## src/rtl/multicycle_controller_if.sv

```systemverilog
// Control/handshake bundle between the multi-cycle MIPS controller and its
// datapath + wait-stated memory. master = controller side, slave = datapath side.
interface multicycle_controller_if #(
  parameter int ALUOP_W = 5,
  parameter int BJ_W    = 3
);
  logic [5:0]         Opcode;
  logic               MemReady;
  logic               PCWrite;
  logic               PCWriteCond;
  logic               IorD;
  logic               IRWrite;
  logic               RegDst;
  logic               ALUSource;
  logic               MemToReg;
  logic               RegWrite;
  logic               MemRead;
  logic               MemWrite;
  logic [BJ_W-1:0]    BranchJump;
  logic [ALUOP_W-1:0] ALUOp;
  logic [2:0]         State;
  logic               Error;

  modport master (
    input  Opcode, MemReady,
    output PCWrite, PCWriteCond, IorD, IRWrite, RegDst, ALUSource, MemToReg,
           RegWrite, MemRead, MemWrite, BranchJump, ALUOp, State, Error
  );

  modport slave (
    output Opcode, MemReady,
    input  PCWrite, PCWriteCond, IorD, IRWrite, RegDst, ALUSource, MemToReg,
           RegWrite, MemRead, MemWrite, BranchJump, ALUOp, State, Error
  );
endinterface

```

## src/rtl/multicycle_controller.sv

```systemverilog
// Multi-cycle MIPS main control FSM (FETCH/DECODE/EXEC/MEM/WB) with memory wait timeout.
// Define CTRL_TRAP_EN to trap (and hold) on illegal opcodes and memory timeouts.
module multicycle_controller #(
  parameter int ALUOP_W    = 5,
  parameter int BJ_W       = 3,
  parameter int WAIT_LIMIT = 15
) (
  input logic                  Clk,
  input logic                  Reset_n,
  multicycle_controller_if.master bus
);

  localparam int CW = $clog2(WAIT_LIMIT + 1);
`ifdef CTRL_TRAP_EN
  localparam int SW = 4;
`else
  localparam int SW = 3;
`endif

  typedef enum logic [SW-1:0] {
    S_IDLE   = SW'(0),
    S_FETCH  = SW'(1),
    S_DECODE = SW'(2),
    S_EXEC   = SW'(3),
    S_MEM    = SW'(4),
    S_WB     = SW'(5),
    S_BRANCH = SW'(6),
    S_JUMP   = SW'(7)
`ifdef CTRL_TRAP_EN
    , S_TRAP = SW'(8)
`endif
  } state_t;

  localparam logic [3:0] ALU_R    = 4'd0;
  localparam logic [3:0] ALU_SUB  = 4'd1;
  localparam logic [3:0] ALU_ADD  = 4'd2;
  localparam logic [3:0] ALU_OR   = 4'd3;
  localparam logic [3:0] ALU_XOR  = 4'd4;
  localparam logic [3:0] ALU_SLT  = 4'd5;
  localparam logic [3:0] ALU_AND  = 4'd6;
  localparam logic [3:0] ALU_ADDU = 4'd7;
  localparam logic [3:0] ALU_SP2  = 4'd8;
  localparam logic [3:0] ALU_SP3  = 4'd9;
  localparam logic [3:0] ALU_SLTU = 4'd11;

  localparam logic [2:0] BJ_NONE   = 3'd0;
  localparam logic [2:0] BJ_BEQ    = 3'd1;
  localparam logic [2:0] BJ_BNE    = 3'd2;
  localparam logic [2:0] BJ_J      = 3'd3;
  localparam logic [2:0] BJ_REGIMM = 3'd4;
  localparam logic [2:0] BJ_BGTZ   = 3'd5;
  localparam logic [2:0] BJ_BLEZ   = 3'd6;
  localparam logic [2:0] BJ_JAL    = 3'd7;

  function automatic logic is_rtype(input logic [5:0] op);
    return (op == 6'h00) || (op == 6'h1C) || (op == 6'h1F);
  endfunction

  function automatic logic is_alu(input logic [5:0] op);
    return is_rtype(op) || ((op >= 6'h08) && (op <= 6'h0F));
  endfunction

  function automatic logic is_load(input logic [5:0] op);
    return (op == 6'h20) || (op == 6'h21) || (op == 6'h23);
  endfunction

  function automatic logic is_store(input logic [5:0] op);
    return (op == 6'h28) || (op == 6'h29) || (op == 6'h2B);
  endfunction

  function automatic logic is_branch(input logic [5:0] op);
    return (op == 6'h01) || ((op >= 6'h04) && (op <= 6'h07));
  endfunction

  function automatic logic is_jump(input logic [5:0] op);
    return (op == 6'h02) || (op == 6'h03);
  endfunction

  function automatic logic [3:0] alu_sel(input logic [5:0] op);
    logic [3:0] r;
    case (op)
      6'h00:   r = ALU_R;
      6'h09:   r = ALU_ADDU;
      6'h0A:   r = ALU_SLT;
      6'h0B:   r = ALU_SLTU;
      6'h0C:   r = ALU_AND;
      6'h0D:   r = ALU_OR;
      6'h0E:   r = ALU_XOR;
      6'h1C:   r = ALU_SP2;
      6'h1F:   r = ALU_SP3;
      default: r = ALU_ADD;  // addi, lui and load/store address generation
    endcase
    return r;
  endfunction

  function automatic logic [2:0] bj_sel(input logic [5:0] op);
    logic [2:0] r;
    case (op)
      6'h01:   r = BJ_REGIMM;
      6'h04:   r = BJ_BEQ;
      6'h05:   r = BJ_BNE;
      6'h06:   r = BJ_BLEZ;
      6'h07:   r = BJ_BGTZ;
      default: r = BJ_NONE;
    endcase
    return r;
  endfunction

  state_t        state, next_state;
  logic [5:0]    op_q;
  logic [CW-1:0] wait_cnt;
  logic          err;
  logic          access;
  logic          timeout;
  logic          err_set;

  assign access  = (state == S_FETCH) || (state == S_MEM);
  assign timeout = access && !bus.MemReady && (wait_cnt == CW'(WAIT_LIMIT));

`ifdef CTRL_TRAP_EN
  logic illegal;
  assign illegal = (state == S_DECODE) &&
                   !(is_alu(bus.Opcode) || is_load(bus.Opcode) || is_store(bus.Opcode) ||
                     is_branch(bus.Opcode) || is_jump(bus.Opcode));
  assign err_set = timeout || illegal;
`else
  assign err_set = timeout;
`endif

  always_ff @(posedge Clk or negedge Reset_n) begin
    if (!Reset_n) begin
      state    <= S_IDLE;
      op_q     <= '0;
      wait_cnt <= '0;
      err      <= 1'b0;
    end else begin
      state <= next_state;
      if (state == S_DECODE) op_q <= bus.Opcode;
      // Counter only runs while an access is outstanding; any completion,
      // timeout or state change leaves it cleared for the next access.
      if (access && !bus.MemReady && !timeout) wait_cnt <= wait_cnt + 1'b1;
      else                                     wait_cnt <= '0;
      if (err_set) err <= 1'b1;
    end
  end

  always_comb begin
    next_state = state;
    case (state)
      S_IDLE: next_state = S_FETCH;
      S_FETCH: begin
        if (bus.MemReady) next_state = S_DECODE;
`ifdef CTRL_TRAP_EN
        else if (timeout) next_state = S_TRAP;
`endif
      end
      S_DECODE: begin
        if (is_alu(bus.Opcode) || is_load(bus.Opcode) || is_store(bus.Opcode))
          next_state = S_EXEC;
        else if (is_branch(bus.Opcode))
          next_state = S_BRANCH;
        else if (is_jump(bus.Opcode))
          next_state = S_JUMP;
        else
`ifdef CTRL_TRAP_EN
          next_state = S_TRAP;
`else
          next_state = S_FETCH;
`endif
      end
      S_EXEC: next_state = (is_load(op_q) || is_store(op_q)) ? S_MEM : S_WB;
      S_MEM: begin
        if (bus.MemReady)
          next_state = is_load(op_q) ? S_WB : S_FETCH;
        else if (timeout)
`ifdef CTRL_TRAP_EN
          next_state = S_TRAP;
`else
          next_state = S_FETCH;
`endif
      end
      S_WB:     next_state = S_FETCH;
      S_BRANCH: next_state = S_FETCH;
      S_JUMP:   next_state = S_FETCH;
      default:  next_state = state;
    endcase
  end

  always_comb begin
    bus.PCWrite     = 1'b0;
    bus.PCWriteCond = 1'b0;
    bus.IorD        = 1'b0;
    bus.IRWrite     = 1'b0;
    bus.RegDst      = 1'b0;
    bus.ALUSource   = 1'b0;
    bus.MemToReg    = 1'b0;
    bus.RegWrite    = 1'b0;
    bus.MemRead     = 1'b0;
    bus.MemWrite    = 1'b0;
    bus.BranchJump  = '0;
    bus.ALUOp       = '0;
    case (state)
      S_FETCH: begin
        bus.MemRead = 1'b1;
        bus.ALUOp   = ALUOP_W'(ALU_ADD);
        // IR/PC load qualified by MemReady so a timed-out fetch leaves PC alone.
        bus.IRWrite = bus.MemReady;
        bus.PCWrite = bus.MemReady;
      end
      S_EXEC: begin
        bus.ALUOp     = ALUOP_W'(alu_sel(op_q));
        bus.ALUSource = !is_rtype(op_q);
      end
      S_MEM: begin
        bus.IorD     = 1'b1;
        bus.MemRead  = is_load(op_q);
        bus.MemWrite = is_store(op_q);
      end
      S_WB: begin
        bus.RegWrite = 1'b1;
        bus.MemToReg = !is_load(op_q);
        bus.RegDst   = !is_rtype(op_q);
      end
      S_BRANCH: begin
        bus.ALUOp       = ALUOP_W'(ALU_SUB);
        bus.BranchJump  = BJ_W'(bj_sel(op_q));
        bus.PCWriteCond = 1'b1;
      end
      S_JUMP: begin
        bus.PCWrite    = 1'b1;
        bus.BranchJump = (op_q == 6'h03) ? BJ_W'(BJ_JAL) : BJ_W'(BJ_J);
        bus.RegWrite   = (op_q == 6'h03);
      end
      default: ;
    endcase
  end

`ifdef CTRL_TRAP_EN
  assign bus.State = (state == S_TRAP) ? 3'd0 : state[2:0];
`else
  assign bus.State = state;
`endif
  assign bus.Error = err;

endmodule
```

## src/flat_wrapper.sv

```systemverilog
// flat-port wrapper written by rule: the top's interface ports become plain ports
module multicycle_controller_flat 
#(
  parameter int ALUOP_W    = 5,
  parameter int BJ_W       = 3,
  parameter int WAIT_LIMIT = 15
)
  (Clk, Reset_n, bus_Opcode, bus_MemReady, bus_PCWrite, bus_PCWriteCond, bus_IorD, bus_IRWrite, bus_RegDst, bus_ALUSource, bus_MemToReg, bus_RegWrite, bus_MemRead, bus_MemWrite, bus_BranchJump, bus_ALUOp, bus_State, bus_Error);
  multicycle_controller_if #(.ALUOP_W(ALUOP_W), .BJ_W(BJ_W)) bus_i ();
  input logic Clk;
  input logic Reset_n;
  input wire logic [$bits(bus_i.Opcode)-1:0] bus_Opcode;
  input wire logic [$bits(bus_i.MemReady)-1:0] bus_MemReady;
  output wire logic [$bits(bus_i.PCWrite)-1:0] bus_PCWrite;
  output wire logic [$bits(bus_i.PCWriteCond)-1:0] bus_PCWriteCond;
  output wire logic [$bits(bus_i.IorD)-1:0] bus_IorD;
  output wire logic [$bits(bus_i.IRWrite)-1:0] bus_IRWrite;
  output wire logic [$bits(bus_i.RegDst)-1:0] bus_RegDst;
  output wire logic [$bits(bus_i.ALUSource)-1:0] bus_ALUSource;
  output wire logic [$bits(bus_i.MemToReg)-1:0] bus_MemToReg;
  output wire logic [$bits(bus_i.RegWrite)-1:0] bus_RegWrite;
  output wire logic [$bits(bus_i.MemRead)-1:0] bus_MemRead;
  output wire logic [$bits(bus_i.MemWrite)-1:0] bus_MemWrite;
  output wire logic [$bits(bus_i.BranchJump)-1:0] bus_BranchJump;
  output wire logic [$bits(bus_i.ALUOp)-1:0] bus_ALUOp;
  output wire logic [$bits(bus_i.State)-1:0] bus_State;
  output wire logic [$bits(bus_i.Error)-1:0] bus_Error;
  assign bus_i.Opcode = bus_Opcode;
  assign bus_i.MemReady = bus_MemReady;
  assign bus_PCWrite = bus_i.PCWrite;
  assign bus_PCWriteCond = bus_i.PCWriteCond;
  assign bus_IorD = bus_i.IorD;
  assign bus_IRWrite = bus_i.IRWrite;
  assign bus_RegDst = bus_i.RegDst;
  assign bus_ALUSource = bus_i.ALUSource;
  assign bus_MemToReg = bus_i.MemToReg;
  assign bus_RegWrite = bus_i.RegWrite;
  assign bus_MemRead = bus_i.MemRead;
  assign bus_MemWrite = bus_i.MemWrite;
  assign bus_BranchJump = bus_i.BranchJump;
  assign bus_ALUOp = bus_i.ALUOp;
  assign bus_State = bus_i.State;
  assign bus_Error = bus_i.Error;
  multicycle_controller #(.ALUOP_W(ALUOP_W), .BJ_W(BJ_W), .WAIT_LIMIT(WAIT_LIMIT)) u_core (.Clk(Clk), .Reset_n(Reset_n), .bus(bus_i));
endmodule
```

## config.mk

```make
export PLATFORM = sky130hd
export DESIGN_NAME = multicycle_controller_flat
export DESIGN_NICKNAME = d
export VERILOG_FILES = /design/src/rtl/multicycle_controller_if.sv /design/src/rtl/multicycle_controller.sv /design/src/flat_wrapper.sv
export SDC_FILE = /design/constraint.sdc
export NUM_CORES = 1
export LEC_CHECK = 0
export BUFFER_PORTS_ARGS = -buffer_cell sky130_fd_sc_hd__buf_2
export CAP_MARGIN = 20
export CORE_ASPECT_RATIO = 0.75
export CORE_MARGIN = 3
export CORE_UTILIZATION = 40
export DETAILED_ROUTE_END_ITERATION = 12
export PLACE_DENSITY_LB_ADDON = 0.25
export SLEW_MARGIN = 20
export SYNTH_ARGS = -nofsm -noshare
export SYNTH_HDL_FRONTEND = slang
export SYNTH_SLANG_ARGS = --single-unit
```

## constraint.sdc

```tcl
create_clock -name Clk -period 2.95 [get_ports Clk]
set_input_delay 0.1475 -clock Clk [delete_from_list [all_inputs] [get_ports Clk]]
set_output_delay 0.1475 -clock Clk [all_outputs]
set_load 0.01 [all_outputs]
```

==> results.yml <==
logic_synthesis:
  synth-seq-cells: 14
  synth_nets: 139
  postSynth.asyncResetShare_pct: 100.0
  yosysWarningCount: 0
  synth.area.top_cells: "sky130_fd_sc_hd__dfrtp_1 32%, sky130_fd_sc_hd__ha_1 5.8%, sky130_fd_sc_hd__nor2_1 4.9%"
  syn-cell-area_sq_mm: 0.001081
  synth.cells.most_frequent: "14 x sky130_fd_sc_hd__dfrtp_1, 14 x sky130_fd_sc_hd__nor2_1, 9 x sky130_fd_sc_hd__a21oi_1"
  synth-main-ff-cell: "sky130_fd_sc_hd__dfrtp_1"
  yosys.area.top_type_share_pct: 32.41
  netlist.top_cell.by_area: "sky130_fd_sc_hd__dfrtp_1"
  sequential_element_share_of_the_synthesized_area_pct: 32.41
  syn_inst: 125
  synth_cell_types: 44
  syn-mean-instance-area_sq_um: 8.648
  post_synth_edffs: 0
worst_setup_path:
  timing.critical_path.arrival_ps: 2280
  worst_path_largest_cell_delay_ps: 600
  critPathTopFamily: "simple AND/OR/NAND/NOR gates"
  required_ps: 2800
  critPathKind: "flop to output pin"
  setup.worst_path.start_class: "flop"
  worst_path_most_repeated_cell: "sky130_fd_sc_hd__nor3_1"
  timing.rr.start: "u_core.op_q[0]$_DFFE_PN0P_"
  critPathLaunch: "u_core.bus.State[0]$_DFFE_PN0P_"
  timing.critical_path.buf_inv: 2
  crit_chain: "clkinv_1 > nor3_1 > nand3b_1 > nor3_1 > buf_2"
  largest_fanout_on_the_critical_path: 10
  critical_path.slowest_cell: "sky130_fd_sc_hd__dfrtp_1"
  r2r_setup_slack_ps: 990
  worst_setup_path_end_kind: "output pin"
global_route:
  grt_pass1_vias: 950
  grt_first_pass_wirelength_um: 4871
  maximum_number_of_pins_on_one_net_before_global_route_repair: 15
  grt_overflow_total: 0
  track_usage_pct: 18.75
  initial_antenna_violation_count: 0
timing:
  smallest_setup_slack_after_layout_ps: 518.4
  worst_case_clock_skew_ps: 8.767
  fmax_mhz: 411.3
  min_period_ps: 2432
  tns_ps: 0
  hold_violations: 0
  maxSlewViolCount: 0
  setup_repair_after_global_routing_missed_its_margin: "no"
  finalSetupViolations: 0
  fin_crit_sh_pct: 82.43
floorplan:
  core_region_area_sq_mm: 0.002440
  core.rowCount: 15
  design.portCount: 31
  die_w_um: 66.03
  die-height_um: 51.02
  dieArea_sq_mm: 0.003369
  start_util_pct: 44.31
clock_network:
  htree_levels: 1
  cts-buffers-inserted: 3
  clkSlewWorstSetupHoldPaths_ps: 100
  cts_sinks: 14
  cts.root.buffer_cell: "sky130_fd_sc_hd__clkbuf_4"
  cts_tree: "yes"
  cts_max_path_buffers: 2
  clock_latency_ps: 290
  postCtsSetupBuffers: 0
final_layout:
  num-fill-cells: 237
  drive_gt1_share_pct: 27.63
  area_delta_synth_final_pct: 17.48
  insertedDiodeCount: 0
  area.sequential_sq_um: 350.3
  finalNetCount: 167
  area_of_the_multi_input_gates_sq_um: 666.9
pwr:
  maximum_ir_drop_on_the_vdd_rail_mv: 0.4330
  cell_pwr_density_mw_per_mm2: 962.4
  power_leakage_nw: 0.6102
drt:
  dr.pass1.iters: 5
  drt.antenna.violating_nets: 0
  wirelength_um: 2837
  drt_iter0_drc: 94
  route.detailed.drc: 0
  routedWlPerCell_um: 15.25
  vias_per_std_cell: 5.624
  detailroute.via_count: 1046
placement:
  pre_cts_ws_ps: 903.2
  buffer_ports.inserted: 29
  dp_hpwl_um: 2135
  globalplace.congestion: 0.8817
job:
  max-cap-violations: 0
status:
  run_status: "completed"
hold_path:
  hold_class: "primary input to flop"
  hold_start: "bus_MemReady"
-- timing repair --
action                    4_1_cts  5_1_grt
resized for setup               0        0
hold buffers                    1        0
hold endpoints to repair       14        0
-- sequential cells by signal, indices dropped and copies added (netlist names) --
register,flops
u_core.bus.State,3
u_core.bus.Error,1
u_core.wait_cnt,4
u_core.op_q,6
-- through the flow --
step / std cells / hold WS (ps) / cell area (sq um) / total power [mW] / utilization [%]
floorplan: 125 / -148.1 / 1081 / 0.8894 / -
global placement: 181 / 60.48 / 1224 / 1.049 / 50.15
detailed placement: 181 / 68.91 / 1224 / 1.070 / 50.15
CTS: 186 / 130.0 / 1270 / 1.219 / 52.05
global route: 186 / 144.1 / 1270 / 1.335 / 52.05
finish: 186 / 132.4 / 1270 / 1.222 / 52.05
-- worst paths after layout --
path	to	cells after the start
max in group asynchronous	u_core.op_q[4]$_DFFE_PN0P_	2
worst min-delay path	u_core.bus.State[1]$_DFFE_PN0P_	3
min in group asynchronous	u_core.bus.State[1]$_DFFE_PN0P_	2
worst max register to register	u_core.bus.State[2]$_DFFE_PN0P_	6
worst min register to register	u_core.bus.Error$_DFFE_PN0P_	1
worst max-delay path	bus_ALUOp[2]	5
-- cell families (layout without fill, tap and decap cells) --
kind of cell	after synthesis	in the layout	share of synthesized area, %
simple gates	58	58	32.18
mux	5	5	5.092
compound gates	29	29	17.48
flops	14	14	32.41
xor+xnor	1	1	0.8103
other cells	1	1	0.3469
buf+inv	12	39	5.902
fa+ha+maj	5	5	5.787
-- worst min-delay path: cells and delay by family --
family / cells / cell delay [ps]
AO/OA/AOI/OAI: 1 / 50
buffers and inverters: 1 / 130
AND/OR/NAND/NOR: 1 / 60
-- cell type report --
| class | instances | area share, % |
|---|---|---|
| multi-input combinational | 99 | 52.51 |
| sequential | 14 | 27.59 |
| timing repair buffer | 30 | 12.22 |
| tap | 34 | 3.350 |
| clock buffer | 4 | 2.857 |
| inverter | 5 | 1.478 |
-- cell usage in the layout, fill, tap and decap left out, types with 2 or more instances in the layout --
| cell type | count |
|---|---|
| sky130_fd_sc_hd__nand3_1 | 2 |
| sky130_fd_sc_hd__or3_1 | 2 |
| sky130_fd_sc_hd__clkbuf_4 | 3 |
| sky130_fd_sc_hd__a311oi_1 | 2 |
| sky130_fd_sc_hd__nor2b_1 | 3 |
| sky130_fd_sc_hd__nand2b_1 | 6 |
| sky130_fd_sc_hd__and3_1 | 3 |
| sky130_fd_sc_hd__buf_2 | 29 |
| sky130_fd_sc_hd__inv_1 | 4 |
| sky130_fd_sc_hd__o21ai_0 | 6 |
| sky130_fd_sc_hd__dfrtp_1 | 14 |
| sky130_fd_sc_hd__a31oi_1 | 2 |
| sky130_fd_sc_hd__nor4b_1 | 2 |
| sky130_fd_sc_hd__nor3_1 | 5 |
| sky130_fd_sc_hd__a21oi_1 | 9 |
| sky130_fd_sc_hd__ha_1 | 5 |
| sky130_fd_sc_hd__nor2_1 | 14 |
| sky130_fd_sc_hd__nand3b_1 | 4 |
| sky130_fd_sc_hd__mux2_2 | 4 |
| sky130_fd_sc_hd__nand2_1 | 8 |
-- where the power goes --
part	switching, mW	total (mW)	internal, mW
combinational	0.341	0.640	0.299
sequential	0.174	0.436	0.262
clock	0.0705	0.146	0.0752
total	0.586	1.22	0.637
-- metal layers --
metal | up-vias | wire (um) | global-route usage, %
met5 | - | 0 | 0
met4 | 0 | 0 | 1.689
met3 | 0 | 280 | 5.495
met2 | 60 | 1171 | 27.45
met1 | 478 | 1386 | 28.07
li1 | 508 | - | -
Note: power is estimated with default switching activity, not from simulation.
